===== src/rtl/seq_divider32_pkg.sv =====
// ----------------------------------------------------------------------------
// seq_divider32_pkg
// Shared definitions for the iterative divider: FSM state encoding, the
// iteration counter width helper and the fill bit used to build the
// divide-by-zero quotient constant.
// No ports (package).
// ----------------------------------------------------------------------------
package seq_divider32_pkg;

    // IDLE waits for start, CALC runs one quotient bit per edge,
    // FIX applies the sign correction and registers the results.
    typedef enum logic [1:0] {
        S_IDLE = 2'd0,
        S_CALC = 2'd1,
        S_FIX  = 2'd2
    } state_t;

    // Replicated WIDTH times to form the all-ones divide-by-zero quotient.
    localparam logic DIV0_FILL = 1'b1;

    // Counter must hold 0..width-1.
    function automatic int cnt_width(input int width);
        return (width <= 2) ? 1 : $clog2(width);
    endfunction

endpackage


===== src/rtl/seq_divider32_div_step.sv =====
// ----------------------------------------------------------------------------
// seq_divider32_div_step
// One combinational iteration of restoring division.
// Ports:
//   rem       in  WIDTH  partial remainder before this step
//   msb       in  1      dividend bit shifted into the remainder
//   divisor   in  WIDTH  divisor magnitude
//   next_rem  out WIDTH  partial remainder after this step
//   q_bit     out 1      quotient bit produced by this step
// ----------------------------------------------------------------------------
module seq_divider32_div_step #(
    parameter int WIDTH = 32
) (
    input  logic [WIDTH-1:0] rem,
    input  logic             msb,
    input  logic [WIDTH-1:0] divisor,
    output logic [WIDTH-1:0] next_rem,
    output logic             q_bit
);

    logic [WIDTH:0] shifted;
    logic [WIDTH:0] diff;

    // rem < divisor always holds, so shifted < 2*divisor and the difference
    // fits a WIDTH+1 bit two's-complement value; its top bit is the borrow.
    always_comb begin
        shifted  = {rem, msb};
        diff     = shifted - {1'b0, divisor};
        q_bit    = ~diff[WIDTH];
        next_rem = q_bit ? diff[WIDTH-1:0] : shifted[WIDTH-1:0];
    end

endmodule


===== src/rtl/seq_divider32.sv =====
// ----------------------------------------------------------------------------
// seq_divider32
// Iterative restoring integer divider, one quotient bit per clock, signed or
// unsigned. Issue with start, stall while busy, capture results on done.
// Ports:
//   clk           in   1      rising-edge clock
//   rst_n         in   1      asynchronous active-low reset
//   start         in   1      issue request (accepted only in IDLE)
//   isSigned      in   1      1 = two's-complement division
//   leftOperand   in   WIDTH  dividend
//   rightOperand  in   WIDTH  divisor
//   busy          out  1      operation in flight
//   done          out  1      one-cycle pulse, results valid
//   quotient      out  WIDTH  registered quotient
//   remainder     out  WIDTH  registered remainder
//   divByZero     out  1      registered divide-by-zero flag
// ----------------------------------------------------------------------------
module seq_divider32
    import seq_divider32_pkg::*;
#(
    parameter int WIDTH = 32
) (
    input  logic             clk,
    input  logic             rst_n,
    input  logic             start,
    input  logic             isSigned,
    input  logic [WIDTH-1:0] leftOperand,
    input  logic [WIDTH-1:0] rightOperand,
    output logic             busy,
    output logic             done,
    output logic [WIDTH-1:0] quotient,
    output logic [WIDTH-1:0] remainder,
    output logic             divByZero
);

    localparam int CNT_W = cnt_width(WIDTH);

    state_t           state;
    state_t           state_next;
    logic [WIDTH-1:0] rem_q;
    logic [WIDTH-1:0] dvd_q;
    logic [WIDTH-1:0] dvs_q;
    logic             q_neg;
    logic             r_neg;
    logic             div0_q;
    logic [CNT_W-1:0] count;

    logic             left_neg;
    logic             right_neg;
    logic [WIDTH-1:0] left_mag;
    logic [WIDTH-1:0] right_mag;
    logic             right_zero;
    logic             last_iter;
    logic [WIDTH-1:0] step_rem;
    logic             step_bit;

    // Operand magnitudes and sign bits used at issue time. In signed mode the
    // most negative value maps to itself, which is the correct unsigned
    // magnitude, so MIN / -1 needs no special handling.
    always_comb begin
        left_neg   = isSigned & leftOperand[WIDTH-1];
        right_neg  = isSigned & rightOperand[WIDTH-1];
        left_mag   = left_neg ? (~leftOperand + 1'b1) : leftOperand;
        right_mag  = right_neg ? (~rightOperand + 1'b1) : rightOperand;
        right_zero = (rightOperand == '0);
        last_iter  = (count == CNT_W'(WIDTH - 1));
    end

    seq_divider32_div_step #(
        .WIDTH (WIDTH)
    ) u_step (
        .rem      (rem_q),
        .msb      (dvd_q[WIDTH-1]),
        .divisor  (dvs_q),
        .next_rem (step_rem),
        .q_bit    (step_bit)
    );

    // State register.
    always_ff @(posedge clk or negedge rst_n) begin
        if (!rst_n) begin
            state <= S_IDLE;
        end else begin
            state <= state_next;
        end
    end

    // Next-state logic: a zero divisor skips straight to FIX.
    always_comb begin
        state_next = state;
        case (state)
            S_IDLE: begin
                if (start) begin
                    state_next = right_zero ? S_FIX : S_CALC;
                end
            end
            S_CALC: begin
                if (last_iter) begin
                    state_next = S_FIX;
                end
            end
            S_FIX: begin
                state_next = S_IDLE;
            end
            default: begin
                state_next = S_IDLE;
            end
        endcase
    end

    // Busy covers CALC and FIX; in the done cycle the FSM is back in IDLE.
    always_comb begin
        busy = (state != S_IDLE);
    end

    // Datapath. The dividend register doubles as the quotient shift register;
    // on a zero divisor it keeps the raw dividend so it can be returned as
    // the remainder unchanged.
    always_ff @(posedge clk or negedge rst_n) begin
        if (!rst_n) begin
            rem_q     <= '0;
            dvd_q     <= '0;
            dvs_q     <= '0;
            q_neg     <= 1'b0;
            r_neg     <= 1'b0;
            div0_q    <= 1'b0;
            count     <= '0;
            done      <= 1'b0;
            quotient  <= '0;
            remainder <= '0;
            divByZero <= 1'b0;
        end else begin
            done <= 1'b0;
            case (state)
                S_IDLE: begin
                    if (start) begin
                        rem_q     <= '0;
                        count     <= '0;
                        dvs_q     <= right_mag;
                        dvd_q     <= right_zero ? leftOperand : left_mag;
                        div0_q    <= right_zero;
                        q_neg     <= left_neg ^ right_neg;
                        r_neg     <= left_neg;
                        divByZero <= 1'b0;
                    end
                end
                S_CALC: begin
                    rem_q <= step_rem;
                    dvd_q <= {dvd_q[WIDTH-2:0], step_bit};
                    count <= count + CNT_W'(1);
                end
                S_FIX: begin
                    done <= 1'b1;
                    if (div0_q) begin
                        quotient  <= {WIDTH{DIV0_FILL}};
                        remainder <= dvd_q;
                        divByZero <= 1'b1;
                    end else begin
                        quotient  <= q_neg ? (~dvd_q + 1'b1) : dvd_q;
                        remainder <= r_neg ? (~rem_q + 1'b1) : rem_q;
                        divByZero <= 1'b0;
                    end
                end
                default: begin
                end
            endcase
        end
    end

endmodule

===== config.mk =====
export PLATFORM = sky130hd
export DESIGN_NAME = seq_divider32
export DESIGN_NICKNAME = d
export VERILOG_FILES = /design/src/rtl/seq_divider32_pkg.sv /design/src/rtl/seq_divider32_div_step.sv /design/src/rtl/seq_divider32.sv
export SDC_FILE = /design/constraint.sdc
export NUM_CORES = 1
export LEC_CHECK = 0
export ABC_AREA = 1
export BUFFER_PORTS_ARGS = -buffer_cell sky130_fd_sc_hd__clkbuf_2
export CAP_MARGIN = 20
export CORE_UTILIZATION = 50
export DETAILED_ROUTE_END_ITERATION = 12
export GPL_TIMING_DRIVEN = 0
export PLACE_DENSITY = 0.69
export SLEW_MARGIN = 20
export SYNTH_ARGS = -nofsm -noshare
export SYNTH_HDL_FRONTEND = slang
export SYNTH_SLANG_ARGS = --single-unit

===== constraint.sdc =====
create_clock -name clk -period 6.4 [get_ports clk]
set_input_delay 0.96 -clock clk [delete_from_list [all_inputs] [get_ports clk]]
set_output_delay 0.96 -clock clk [all_outputs]
set_load 0.05 [all_outputs]

==> results_dict.tcl, run 1 <==
set metrics [dict create \
    drv_cap 0 \
    syn-num-nets 2253 \
    p_leak_uw 0.00811 \
    cts_hold_buf 0 \
    clockBufferDepth 2 \
    yosysUniqueCellTypes 50 \
    crit_start "state[0]$_DFFE_PN0P_" \
    crit_path_end_kind "primary output" \
    num_vias 14800 \
    synth-edff-count 0 \
    die_h_um 167 \
    dpl.cell_count 2616 \
    grt_usage 0.347 \
    skew_ns 0.0120 \
    finalPower_uw 9910 \
    rrSetupSlack_ns 3.66 \
    max_stage_delay_ns 0.40 \
    post_drt_wl_per_cell_um 17.9 \
    clkSinkCount 172 \
    tightest_slew_ns 0.766 \
    grt_pass1_wl_um 74300 \
    worstReg2RegStart "dvd_q[31]$_DFFE_PN0P_" \
    timing.final.ws_setup_ns 3.55 \
    cts_setup_buffers 0 \
    rr_worst_depth 18 \
    relSlewSlack 0.489 \
    area.growth.synth_to_final_pct 12.4 \
    initial_core_util 0.515 \
    core-area_um2 26400 \
    avgSynthCellArea_um2 6.32 \
    synthArstFlopShare 1.00 \
    cp-endpoint "busy" \
    ctsRootBufferMaster "clkbuf_16" \
    gp_congestion 0.953 \
    place_area_um2 14700 \
    post-synth-top-area-cell "dfrtp_1" \
    fin_area_um2 15200 \
    clk_latency_ns 0.44 \
    grtUsageMet2 0.512 \
    synth_flop_cell "dfrtp_1" \
    yosys_warnings 0 \
    grt_max_degree 92 \
    netlist_top_cells_count "698 x nand2_1, 315 x inv_1, 238 x nand3_1, 185 x nor2_1, 172 x dfrtp_1" \
    fmax_ghz 0.351 \
    yosysSeqAreaShare 0.317 \
    setup_viol 0 \
    worst_path_max_delay_cell "clkbuf_1" \
    finalHoldViolCount 0 \
    viasPerCell 5.58 \
    cp_cell_sequence "buf_2, clkbuf_1, nor2_1, inv_1, clkbuf_2" \
    dieWidth_um 167 \
    worstHoldPathType "flip-flop to flip-flop" \
    cp_max_fo 10 \
    drt-initial-drc-count 1608 \
    dp_slack_ns 3.31 \
    htreeDepth 4 \
    ioPinCount 135 \
    cts_tree "done" \
    min_period_over_period 0.445 \
    synth.most_common_cell "nand2_1" \
    dr.pass1.iters 6 \
    netlist_area_um2 13600 \
    p_per_area_nw_per_um2 650 \
    slew_viol_final 0 \
    grt_overflow 0 \
    antenna_found_initial 2 \
    cts.clk_slew.worst_paths_ns 0.07 \
    numCtsBuffers 17 \
    synth.ff_latch_count 172 \
    peakVddDrop_v 0.000251 \
    yosys.area.top_type_share 0.317 \
    syn_inst 2146 \
    crit_type "flip-flop to primary output" \
    drive_gt1_frac 0.103 \
    dp_hpwl_um 38300 \
    nNetsFinal 2407 \
    required_ns 5.44 \
    grt_pass1_vias 13200 \
    status "complete, no violations" \
    grt_use_met3 0.0511 \
    busiest_layer "met1" \
    worstPathArrival_ns 1.89 \
    dieArea_um2 27800 \
    ant_nets 0 \
    use_met1 0.526 \
    finalCriticalPeriod_ns 2.85 \
    finalNonFillerCells 2647 \
    synth_area_leaders "dfrtp_1 32%, nand2_1 19%, nand3_1 8.8%" \
    fin_tns_setup_ns 0 \
    r2r_end "rem_q[29]$_DFFE_PN0P_" \
    drc 0 \
    row_count 59 \
    cts_resized 0 \
    rsz0062_at_grt "false" \
    portBuffers 134 \
    start_kind "flip-flop" \
    drt-total-wl_um 47500 \
    num_antenna_cells 0 \
]
-- state kept, by name, summed over array words and instances, names as in the netlist, 2 cells and up --
register   cells
dvd_q         32
dvs_q         32
quotient      32
rem_q         32
remainder     32
count          5
state          2
-- cell families after synthesis --
group	share of synthesized area
buf+inv	0.113
compound gates	0.108
flops	0.317
fa+ha+maj	0.0365
xor+xnor	0.0329
simple gates	0.392
-- critical path: cells and delay by family (launching register included) --
| kind | cells | cell delay [ns] |
|---|---|---|
| AND/OR/NAND/NOR | 1 | 0.13 |
| buffers and inverters | 4 | 0.98 |
| flip-flops | 1 | 0.34 |
-- how the worst min path moves through the flow --
stage                                   from                       end  slack (ns)  depth (start not counted)
floorplan               dvd_q[2]$_DFFE_PN0P_      dvd_q[2]$_DFFE_PN0P_        0.45                          2
global placement        dvd_q[1]$_DFFE_PN0P_      dvd_q[1]$_DFFE_PN0P_        0.46                          2
detailed placement      dvd_q[1]$_DFFE_PN0P_      dvd_q[1]$_DFFE_PN0P_        0.47                          2
CTS                     dvd_q[1]$_DFFE_PN0P_      dvd_q[1]$_DFFE_PN0P_        0.48                          2
global route        remainder[0]$_DFFE_PN0P_  remainder[0]$_DFFE_PN0P_        0.51                          2
finish                  dvd_q[1]$_DFFE_PN0P_      dvd_q[1]$_DFFE_PN0P_        0.48                          2
-- placed cells by master (no fill, tap or decap), types with 3 or more instances in the layout --
cell type,instances
a21oi_1,79
a31oi_1,15
and2_1,3
buf_1,6
buf_2,16
clkbuf_1,42
clkbuf_16,17
clkbuf_2,133
clkbuf_8,3
clkinv_1,4
clkinvlp_4,6
dfrtp_1,172
ha_1,38
inv_1,315
inv_2,3
inv_6,3
nand2_1,698
nand2_2,18
nand2_4,4
nand3_1,238
nand3_2,3
nand3b_1,17
nand4_1,26
nor2_1,185
nor2_2,11
nor3_1,19
nor4_1,5
o211ai_1,8
o21ai_0,100
o21bai_1,15
o221ai_1,13
o22ai_1,9
o31ai_1,3
or2_2,6
xnor2_1,14
xor2_1,37
-- power breakdown --
part	leakage, uW	switching (uW)	total, uW	internal (uW)
sequential	0.00208	527	2130	1610
clock	0.000254	474	1020	550
combinational	0.00578	4710	6750	2030
-- layout make-up --
| cell class | instances | area, um2 |
|---|---|---|
| fillers | 2650 | 11100 |
| multi-input cells | 1584 | 7730 |
| flip-flops and latches | 172 | 4300 |
| inverters | 322 | 1210 |
| repair buffers | 135 | 707 |
| clock buffers | 20 | 447 |
| well taps | 335 | 419 |
| plain buffers | 68 | 324 |
| clock inverters | 11 | 113 |
-- per-stage QoR --
step	utilization	hold WS, ns
2_1_floorplan	-	0.449
3_3_place_gp	0.556	0.461
3_5_place_dp	0.557	0.465
4_1_cts	0.579	0.483
5_1_grt	0.579	0.507
6_report	0.579	0.483
-- metal layers --
metal  share of wire  up-vias
li1                -     7148
met1            0.47     6891
met2            0.42      670
met3           0.089       57
met4           0.018        4
met5         0.00069        -
No activity file was read; power rests on OpenSTA's default activity.
==> inputs of run 2 (changes only) <==
--- a/config.mk
+++ b/config.mk
@@ -11,7 +11,7 @@
 export CORE_UTILIZATION = 50
 export DETAILED_ROUTE_END_ITERATION = 12
 export GPL_TIMING_DRIVEN = 0
-export PLACE_DENSITY = 0.69
+export PLACE_DENSITY = 0.72
 export SLEW_MARGIN = 20
 export SYNTH_ARGS = -nofsm -noshare
 export SYNTH_HDL_FRONTEND = slang
==> constraint.sdc (replaced) <==
create_clock -name clk -period 2.33 [get_ports clk]
set_input_delay 0.3495 -clock clk [delete_from_list [all_inputs] [get_ports clk]]
set_output_delay 0.3495 -clock clk [all_outputs]
set_load 0.05 [all_outputs]
==> results_dict.tcl, run 2 (synthesized netlist as in run 1, its figures left out) <==
set metrics [dict create \
    status "complete, but fails checks" \
    violations "setup timing" \
    num_antenna_cells 0 \
    grt_pass1_wl_um 75500 \
    tightest_slew_ns 0.766 \
    route.met3.wl_um 4670 \
    numCtsBuffers 17 \
    dpl.cell_count 2616 \
    cp_max_fo 7 \
    finalNonFillerCells 2669 \
    drc 0 \
    layout_common_cells "660 x nand2_1, 306 x inv_1, 210 x nand3_1" \
    gp_congestion 0.974 \
    wl_met1_um 22700 \
    dieArea_um2 27800 \
    met2_length_um 21400 \
    antenna_found_initial 0 \
    required_ns 2.67 \
    worst_path_max_delay_cell "dfrtp_2" \
    grt_usage 0.352 \
    htreeDepth 4 \
    portBuffers 134 \
    clkSinkCount 172 \
    nNetsFinal 2429 \
    crit_start "dvs_q[0]$_DFFE_PN0P_" \
    grt_pass1_vias 13600 \
    finalCriticalPeriod_ns 2.38 \
    crit_path_end_kind "flip-flop" \
    dieWidth_um 167 \
    grt_overflow 0 \
    ioPinCount 135 \
    crit_buf_inv 2 \
    clk_latency_ns 0.45 \
    drive_gt1_frac 0.170 \
    worstHoldPathType "primary input to flip-flop" \
    top_layer_used "met4" \
    clockBufferDepth 2 \
    worstHoldStart "rightOperand[30]" \
    cts.clk_slew.worst_paths_ns 0.07 \
    dr.pass1.iters 6 \
    row_count 59 \
    drv_cap 0 \
    core-area_um2 26400 \
    num_vias 15000 \
    min_period_over_period 1.02 \
    relSlewSlack 0.489 \
    die_h_um 167 \
    ctsRootBufferMaster "clkbuf_16" \
    post_drt_wl_per_cell_um 18.6 \
    crit_type "flip-flop to flip-flop" \
    skew_ns 0.0129 \
    ant_nets 0 \
    max_stage_delay_ns 0.48 \
    dp_hpwl_um 38600 \
    path_common_cell "nand2_2" \
    grt_max_degree 92 \
    worstReg2RegStart "dvs_q[0]$_DFFE_PN0P_" \
    final_common_cell "nand2_1" \
    setup_viol 20 \
    fin_tns_setup_ns -0.450 \
    area.growth.synth_to_final_pct 20.3 \
    timing.final.ws_setup_ns -0.0545 \
    slew_viol_final 0 \
    cp_cell_sequence "ha_4, fa_2, inv_2, nand2_2, nand2_2, nand3_2, nand2_2, nand2_2, nand2_4, nand2_8, nand2_8, nand2_8, nand2_8, buf_12, nand2_2, nand3_2, nand2_1" \
    worst_path_dominant_cell_family "simple AND/OR/NAND/NOR gates" \
    cts_tree "done" \
    fmax_ghz 0.419 \
    initial_core_util 0.515 \
    holdWs_ns 0.207 \
    drt-initial-drc-count 1669 \
    drt-total-wl_um 49600 \
    start_kind "flip-flop" \
    worstPathArrival_ns 2.72 \
    viasPerCell 5.64 \
    rsz0062_at_grt "true" \
    finalHoldViolCount 0 \
]
## run 2: cell count changes in the layout (fill, tap and decap cells not counted), sizes merged
| cell | change |
|---|---|
| buf | +21 |
| inv | +2 |
| clkbuf | +1 |
| bufinv | +3 |
| clkinvlp | -4 |
| clkinv | -2 |
| dlygate4sd3 | +1 |
## run 2: cell type report
class | instances | area, um2
Inverter | 322 | 1220
Multi-Input combinational cell | 1584 | 8430
Clock inverter | 10 | 176
Fill cell | 2542 | 10000
Buffer | 66 | 334
Clock buffer | 21 | 470
Tap cell | 335 | 419
Sequential cell | 172 | 4320
Timing Repair Buffer | 159 | 953
## run 2: through the flow
step | cell area [um2] | utilization | setup WS [ns]
2_1_floorplan | 13600 | - | 0.110
3_3_place_gp | 14700 | 0.556 | -2.37
3_5_place_dp | 14700 | 0.557 | -0.294
4_1_cts | 15500 | 0.590 | 0.00343
5_1_grt | 16300 | 0.619 | -0.117
6_report | 16300 | 0.619 | -0.0545
## run 2: final timing paths
kind,cells after the start,slack (ns),endpoint
max,17,-0.05,rem_q[14]$_DFFE_PN0P_
min,4,0.21,dvs_q[30]$_DFFE_PN0P_
max reg2reg,17,-0.05,rem_q[14]$_DFFE_PN0P_
min reg2reg,2,0.49,dvs_q[5]$_DFFE_PN0P_
max in group asynchronous,3,0.93,dvd_q[23]$_DFFE_PN0P_
min in group asynchronous,2,0.49,rem_q[6]$_DFFE_PN0P_
## run 2: tightest hold or removal path, stage by stage
cell and delay [ns]:
clkbuf_2 0.09, nand2_1 0.06, nand3_1 0.06, o21ai_0 0.07
## run 2: per-layer routing
layer / track usage / up-vias
li1: - / 7200
met4: 0.0773 / 0
met5: 0 / -
met1: 0.525 / 7031
met2: 0.534 / 747
met3: 0.0530 / 71
## run 2: what timing repair did
action / 4_1_cts / 5_1_grt
setup endpoints to repair: 37 / 97
resized for setup: 24 / 152
buffers inserted: 12 / 9
hold buffers: 1 / 0
pin swaps: 6 / 34
gates cloned: 0 / 2
endpoints found under the hold margin: 25 / 0
Power of run 2 is left out: the tool's default activity adds up to more than one toggle a clock period on the data nets, which glitch-free logic cannot reach.
